==> config.mk <==
export PLATFORM = sky130hd
export DESIGN_NAME = draw_scheduler
export DESIGN_NICKNAME = d
export VERILOG_FILES = /design/src/rtl/draw_scheduler.sv
export SDC_FILE = /design/constraint.sdc
export NUM_CORES = 1
export LEC_CHECK = 0
export CORE_MARGIN = 2
export CORE_UTILIZATION = 40
export CTS_BUF_LIST = sky130_fd_sc_hd__clkbuf_2 sky130_fd_sc_hd__clkbuf_4 sky130_fd_sc_hd__clkbuf_8
export DETAILED_ROUTE_END_ITERATION = 6
export PLACE_DENSITY = 0.68
export SLEW_MARGIN = 15
export SYNTH_ARGS = -nofsm -noshare
export SYNTH_HDL_FRONTEND = slang
export SYNTH_SLANG_ARGS = --single-unit
==> constraint.sdc <==
create_clock -name clk50M -period 4.3 [get_ports clk50M]
set_input_delay 0.86 -clock clk50M [delete_from_list [all_inputs] [get_ports clk50M]]
set_output_delay 0.86 -clock clk50M [all_outputs]
set_load 0.02 [all_outputs]
==> src/rtl/draw_scheduler.sv <==
// Shares raster scans of the 160x120 frame buffer between a full-frame redraw and an 8x8 tile redraw.
// Source addresses feed the colour lookup; a one-stage pipeline then drives the plot strobe.
module draw_scheduler #(
  parameter int H_RES = 160,
  parameter int V_RES = 120,
  parameter int TILE  = 8,
  parameter int COL_W = 3
) (
  input  logic             clk50M,
  input  logic             rst_n,
  input  logic             req_frame,
  input  logic             req_tile,
  input  logic [4:0]       tile_col,
  input  logic [3:0]       tile_row,
  output logic             ack_frame,
  output logic             ack_tile,
  output logic             busy,
  output logic             done,
  output logic [7:0]       src_x,
  output logic [6:0]       src_y,
  input  logic [COL_W-1:0] src_colour,
  output logic [7:0]       x,
  output logic [6:0]       y,
  output logic [COL_W-1:0] colour,
  output logic             plot
);

  localparam int         TSH     = $clog2(TILE);
  localparam logic [7:0] X_LAST  = 8'(H_RES - 1);
  localparam logic [6:0] Y_LAST  = 7'(V_RES - 1);
  localparam logic [4:0] COL_MAX = 5'(H_RES / TILE - 1);
  localparam logic [3:0] ROW_MAX = 4'(V_RES / TILE - 1);

  typedef enum logic [1:0] {S_IDLE, S_FRAME, S_TILE, S_FLUSH} state_t;

  state_t     r_state, w_state_nxt;
  logic [7:0] r_src_x;
  logic [6:0] r_src_y;
  logic [4:0] r_col;
  logic       r_oor;
  logic [7:0] r_x;
  logic [6:0] r_y;
  logic       r_plot;
  logic       r_ack_frame, r_ack_tile, r_done;

  logic [7:0] w_base_x, w_rbase_x;
  logic [6:0] w_base_y;
  logic       w_tx_last, w_ty_last, w_frame_end;
  logic       w_ack_frame_d, w_ack_tile_d, w_done_d, w_valid;

  assign w_base_x    = 8'(tile_col) << TSH;
  assign w_base_y    = 7'(tile_row) << TSH;
  assign w_rbase_x   = 8'(r_col) << TSH;
  assign w_tx_last   = &r_src_x[TSH-1:0];
  assign w_ty_last   = &r_src_y[TSH-1:0];
  assign w_frame_end = (r_src_x == X_LAST) && (r_src_y == Y_LAST);

  always_ff @(posedge clk50M or negedge rst_n) begin
    if (!rst_n) r_state <= S_IDLE;
    else        r_state <= w_state_nxt;
  end

  always_comb begin
    w_state_nxt = r_state;
    case (r_state)
      S_IDLE: begin
        if (req_frame)     w_state_nxt = S_FRAME;
        else if (req_tile) w_state_nxt = S_TILE;
      end
      S_FRAME: if (w_frame_end) w_state_nxt = S_FLUSH;
      S_TILE:  if (r_oor || (w_tx_last && w_ty_last)) w_state_nxt = S_FLUSH;
      S_FLUSH: w_state_nxt = S_IDLE;
      default: w_state_nxt = S_IDLE;
    endcase
  end

  // An out-of-range tile spends its single TILE cycle with no valid address.
  always_comb begin
    w_ack_frame_d = (r_state == S_IDLE) && req_frame;
    w_ack_tile_d  = (r_state == S_IDLE) && !req_frame && req_tile;
    w_done_d      = (r_state == S_FLUSH);
    w_valid       = (r_state == S_FRAME) || ((r_state == S_TILE) && !r_oor);
    busy          = (r_state != S_IDLE);
  end

  always_ff @(posedge clk50M or negedge rst_n) begin
    if (!rst_n) begin
      r_src_x <= '0;
      r_src_y <= '0;
      r_col   <= '0;
      r_oor   <= 1'b0;
    end else begin
      case (r_state)
        S_IDLE: begin
          if (req_frame) begin
            r_src_x <= '0;
            r_src_y <= '0;
          end else if (req_tile) begin
            r_src_x <= w_base_x;
            r_src_y <= w_base_y;
            r_col   <= tile_col;
            r_oor   <= (tile_col > COL_MAX) || (tile_row > ROW_MAX);
          end
        end
        S_FRAME: begin
          if (r_src_x == X_LAST) begin
            r_src_x <= '0;
            r_src_y <= r_src_y + 7'd1;
          end else begin
            r_src_x <= r_src_x + 8'd1;
          end
        end
        S_TILE: begin
          if (w_tx_last) begin
            r_src_x <= w_rbase_x;
            r_src_y <= r_src_y + 7'd1;
          end else begin
            r_src_x <= r_src_x + 8'd1;
          end
        end
        default: ;
      endcase
    end
  end

  always_ff @(posedge clk50M or negedge rst_n) begin
    if (!rst_n) begin
      r_x         <= '0;
      r_y         <= '0;
      r_plot      <= 1'b0;
      r_ack_frame <= 1'b0;
      r_ack_tile  <= 1'b0;
      r_done      <= 1'b0;
    end else begin
      r_x         <= r_src_x;
      r_y         <= r_src_y;
      r_plot      <= w_valid;
      r_ack_frame <= w_ack_frame_d;
      r_ack_tile  <= w_ack_tile_d;
      r_done      <= w_done_d;
    end
  end

  assign src_x     = r_src_x;
  assign src_y     = r_src_y;
  assign x         = r_x;
  assign y         = r_y;
  assign plot      = r_plot;
  assign colour    = src_colour;
  assign ack_frame = r_ack_frame;
  assign ack_tile  = r_ack_tile;
  assign done      = r_done;

endmodule

==> results of run 1 <==
==> cells by family (layout without fill, tap and decap cells) <==
| kind of cell | Yosys count | after routing | synth area share (%) |
|---|---|---|---|
| mux | 5 | 5 | 2.77 |
| fa+ha+maj | 10 | 10 | 6.16 |
| flops | 42 | 42 | 51.8 |
| xor+xnor | 2 | 2 | 0.863 |
| simple gates | 74 | 74 | 19.3 |
| compound gates | 42 | 42 | 14.1 |
| buf+inv | 19 | 67 | 4.99 |
==> final timing paths <==
kind | slack, ns | endpoint | depth (start not counted)
min reg2reg | 0.46 | y[1] | 0
max | 1.70 | busy | 4
min in group asynchronous | 0.68 | y[3] | 1
max in group asynchronous | 3.07 | r_state[0] | 1
min | 0.46 | y[1] | 0
max reg2reg | 2.01 | src_x[5] | 6
==> metal layers <==
| metal | share of wire (%) | wire, um | vias to the layer above | track usage (%) |
|---|---|---|---|---|
| li1 | - | - | 784 | - |
| met3 | 5.1 | 228 | 7 | 4.15 |
| met2 | 47 | 2110 | 53 | 26.5 |
| met4 | 1.8 | 82 | 0 | 6.04 |
| met1 | 46 | 2040 | 772 | 25.8 |
| met5 | 0 | 0 | - | 0 |
==> placed cells by master (no fill, tap or decap), drive strengths merged, types with 3 or more instances in the layout <==
master and n:
dfrtp 42, ha 10, nand2b 4, o211ai 3, nand2 28, mux2 5
clkbuf 6, nand3 9, a21oi 10, clkdlybuf4s50 46, nand4 4, o21ai 10
inv 11, nor2 10, nor3 5
==> sequential cells by signal, indices dropped and copies added (netlist names) <==
| signal | count |
|---|---|
| src_x | 8 |
| x | 8 |
| src_y | 7 |
| y | 7 |
| r_col | 5 |
| r_state | 2 |
| ack_frame | 1 |
| ack_tile | 1 |
| done | 1 |
| plot | 1 |
| r_oor | 1 |
==> cells in the mapped netlist (3+ instances only) <==
cell type	instances
dfrtp_1	42
nand2_1	27
inv_1	11
a21oi_1	10
ha_1	10
o21ai_0	10
nor2_1	9
nand3_1	8
mux2_2	5
nor3_1	5
nand2b_1	4
nand4_1	4
buf_4	3
o211ai_1	3
==> report_power, final <==
group | internal [mW] | total (mW) | leakage (nW) | switching [mW]
clock | 0.179 | 0.313 | 0.0548 | 0.134
sequential | 0.563 | 0.708 | 0.533 | 0.145
combinational | 0.492 | 1.10 | 0.580 | 0.610
total | 1.23 | 2.12 | 1.17 | 0.889
==> cell type report <==
class,instances,area [um2]
fill,434,2180
tap,67,83.8
inverter,12,45.0
timing repair buffer,47,465
sequential,42,1050
clock buffer,6,76.3
multi-input combinational,133,878
clock inverter,2,37.5
==> run summary, run 1 <==
Status: complete, no violations
Die span in y: 75.3 um
Area leader, netlist: dfrtp_1
Clk sinks: 42
Crit path launch type: register
Top-area cell type share of the netlist area: 51.8%
PwrDens: 805 mW/mm2
Crit. End Element: output pin
Full die area: 0.00566 mm2
Dpl hpwl: 3280 um
Syn. warnings: 0
Slowest CP cell: clkdlybuf4s50_1
Via density: 5.23
Tcrit/Tclk final: 60.6%
CP Max Fanout: 5
Ys flop type: dfrtp_1
First-pass GRT wire length: 7520 um
Nets@finish: 267
Unrepaired setup endpoints after global routing: no
Sequential element share of the synthesized area: 51.8%
Clock Latency Late Sink: 0.29 ns
CTS buffer count: 5
Final hold violations: 0
Fin cells: 309
Clock root buffer: clkbuf_8
Hold path start: src_y[1]
Ys async rst share: 100%
WHS: 0.457 ns
Delay-heaviest family, CP: buffers and inverters
All-Layer GR Usage: 17.8%
H-tree Lvls: 2
Vias in the first global route: 1456
Final min period: 2.60 ns
Synth unique cells: 49
DRT Pass-1 Iters: 4
Cells after Synth: 194
Final setup fails: 0
Most common cell on crit path: inv_1
Crit path buf inv count: 3
Final wirelength: 4470 um
CTS tree: done
Die width: 75.3 um
CTS max path bufs: 2
Port Buffers: 47
Synthesized area per cell: 10.5 um2
CP Data Required Time: 3.44 ns
FP Rows: 25
Hold/Removal Path Class: register to register
Synth area leaders: dfrtp_1 52%, ha_1 6.2%, nand2_1 5.0%
CP cell instances: inv_1 -> ha_1 -> inv_1 -> clkdlybuf4s50_1
Routed len/inst: 14.5 um
Post-CTS Hold Buffers: 0
Post-CTS Setup Inserts: 0
DRC: 0
Area after DPL: 0.00252 mm2
I/O pins: 54
Initial Util: 42.2%
Routed Antenna Nets: 0
Worst-Margin Slew: 0.885 ns
EDFF count, synth: 0
Data arrival, critical path: 1.74 ns
Layout cell share with drive strength beyond 1: 9.92%
Worst VDD drop: 463 uV
Setup WS post-layout: 1.70 ns
Setup Skew: 0.00617 ns
Largest net degree at the start of global routing: 43
Total power: 2.12 mW
Placed Instances: 301
Max transition margin: 41.0%
Initial antenna violation count: 0
CP max stage delay: 0.60 ns
Setup TNS Final: 0 ns
DR vias: 1616
Iteration-0 DRC Markers: 154
Crit Path Class: register to output pin
Synthesized net count: 220
LEAKAGE: 1.17 nW
#FFs+latches synth: 42
Peak Freq: 384 MHz
Cts repair resizes: 0
Slew Limit Fails: 0
Critical Path Source: r_state[0]
R2r startpoint: r_state[1]
Clk slew on worst S/H paths: 0.07 ns
Final Cell Area: 0.00264 mm2
Area of the mapped netlist: 0.00203 mm2
Core Box Area: 0.00482 mm2
# Max-Cap Violations: 0
ANT cells: 0
GR Overflow Total: 0
Final core occ: 54.8%
P&R area growth vs syn: 29.9%
Gpl congestion: 0.841
Pre-CTS setup slack: 1.54 ns
No activity file was read; power rests on OpenSTA's default activity.
==> run 2: changes to the inputs <==
==> constraint.sdc (replaced) <==
create_clock -name clk50M -period 2.7 [get_ports clk50M]
set_input_delay 0.54 -clock clk50M [delete_from_list [all_inputs] [get_ports clk50M]]
set_output_delay 0.54 -clock clk50M [all_outputs]
set_load 0.02 [all_outputs]
==> run 2 against run 1 <==
Against the previous run:
- core utilization increased by 1.1 points
- cell area increased by 1.9%
- largest power group unchanged
- first-iteration DRC count is 28% lower
- critical path type unchanged
- critical path depth unchanged
- total power increased by 65%
- via count down 0.62%
- die area stayed put
- clock-buffer cell count unchanged
- flip-flop and latch count unchanged
- clock power is 96% higher
- final cell count rose by 0.97%
- clock skew is 0.0025 ns higher
==> run summary, run 2 (synthesized netlist as in run 1, its figures left out) <==
Clk slew on worst S/H paths: 0.08 ns (about the same)
I/O pins: 54 (unchanged)
Setup Skew: 0.00871 ns (+0.00254 ns)
Max transition margin: 40.5% (-0.53 points)
Die width: 75.3 um (unchanged)
Nets@finish: 270 (+1.1%)
DR vias: 1606 (-0.62%)
Via density: 5.15 (-1.6%)
Routed Antenna Nets: 0 (unchanged)
Met3 wire length: 254 um (+11%)
# fillers: 430 (-0.92%)
CP Max Fanout: 5 (unchanged)
Iteration-0 DRC Markers: 111 (-28%)
Peak Freq: 433 MHz
LEAKAGE: 1.20 nW (+2.7%)
Clock root buffer: clkbuf_8
Top sig layer: met4
H-tree Lvls: 2 (unchanged)
Final setup fails: 0 (unchanged)
Slew Limit Fails: 0 (unchanged)
DRT Pass-1 Iters: 4 (unchanged)
Commonest non-fill, non-tap cell in the layout: clkdlybuf4s50_1
Vias in the first global route: 1447 (-0.62%)
Final core occ: 55.8% (+1.1 points)
Full die area: 0.00566 mm2 (unchanged)
Dpl hpwl: 3280 um (-0.14%)
# Max-Cap Violations: 0 (unchanged)
Hold/Removal Path Class: primary input to asynchronous set/reset pin
Die span in y: 75.3 um (unchanged)
First-pass GRT wire length: 7220 um (-3.9%)
Status: complete, no violations
Port Buffers: 47 (unchanged)
Tcrit/Tclk final: 85.5%
All-Layer GR Usage: 17.3% (-0.54 points)
CTS max path bufs: 2 (unchanged)
Worst-Margin Slew: 0.893 ns (+0.00790 ns)
Initial Util: 42.2% (unchanged)
Routed len/inst: 14.1 um (-2.2%)
Most frequent cells in the layout: 46 x clkdlybuf4s50_1, 42 x dfrtp_1, 27 x nand2_1
Post-CTS Hold Buffers: 0 (unchanged)
Layout cell share with drive strength beyond 1: 11.0% (+1.1 points)
Largest net degree at the start of global routing: 43 (unchanged)
Final hold violations: 0 (unchanged)
Crit. End Element: output pin
GR Overflow Total: 0 (unchanged)
ANT cells: 0 (unchanged)
Setup TNS Final: 0 ns (unchanged)
Post-CTS Setup Inserts: 0 (unchanged)
CTS tree: done
CP Data Required Time: 2.16 ns (-1.28 ns)
Crit path launch type: register
Clk sinks: 42 (unchanged)
P&R area growth vs syn: 32.4%
Initial antenna violation count: 0 (unchanged)
Met1 wire length: 1990 um (-2.6%)
Cts repair resizes: 0 (unchanged)
Clock Latency Late Sink: 0.30 ns (about the same)
Core Box Area: 0.00482 mm2 (unchanged)
Gpl congestion: 0.879 (+4.5%)
Crit Path Class: register to output pin
Final wirelength: 4410 um (-1.3%)
DRC: 0 (unchanged)
Unrepaired setup endpoints after global routing: no
FP Rows: 25 (unchanged)
Final min period: 2.31 ns
Routed wl met2: 2100 um (-0.71%)
Data arrival, critical path: 1.77 ns (+0.03 ns)
CTS buffer count: 5 (unchanged)
PwrDens: 1300 mW/mm2 (+62%)
Worst VDD drop: 684 uV (+48%)
## run 2: cell count changes in the layout (fill, tap and decap cells not counted), sizes merged
cell | previous run | this run
buf | 1 | 4
bufinv | 1 | 2
clkinvlp | 1 | 0
## run 2: critical path, cell delays in order, from the launching register on
cell	delay (ns)
dfrtp_1	0.42
inv_1	0.10
ha_1	0.25
inv_1	0.09
clkdlybuf4s50_1	0.60
## run 2: metrics by stage
stage               instance area, um2  hold WS (ns)  total power [mW]  std cells  worst slack (ns)
floorplan                         2030         0.244              2.27        194             0.783
global placement                  2550         0.440              2.89        304             0.525
detailed placement                2550         0.448              2.90        304             0.449
CTS                               2690         0.408              3.51        312             0.380
global route                      2690         0.461              3.76        312             0.292
finish                            2690         0.361              3.50        312             0.391
## run 2: worst paths after layout
path                            start        to  cells after the start  slack [ns]
setup / recovery           r_state[0]      busy                      4        0.39
hold / removal                  rst_n      y[3]                      1        0.36
setup reg to reg           r_state[0]  src_y[4]                      7        0.63
hold reg to reg              src_y[4]      y[4]                      0        0.46
max in group asynchronous       rst_n      done                      1        1.78
min in group clk50M          src_y[4]      y[4]                      0        0.46
## run 2: power breakdown
part	leakage [nW]	internal, mW	switching [mW]
Combinational	0.595	0.803	0.973
Clock	0.0714	0.394	0.219
Sequential	0.533	0.896	0.219
## run 2: layer usage
metal | vias up | global-route usage (%)
li1 | 792 | -
met5 | - | 0
met4 | 0 | 8.19
met3 | 8 | 2.95
met1 | 750 | 23.7
met2 | 56 | 26.8
## run 2: cell type report
cell class	count	area (um2)	share of cell area, %
multi-input cells	133	878	32.7
clock inverters	2	60.1	2.23
well taps	67	83.8	3.12
repair buffers	50	488	18.1
clock buffers	6	82.6	3.07
flip-flops and latches	42	1050	39.1
inverters	12	45.0	1.68
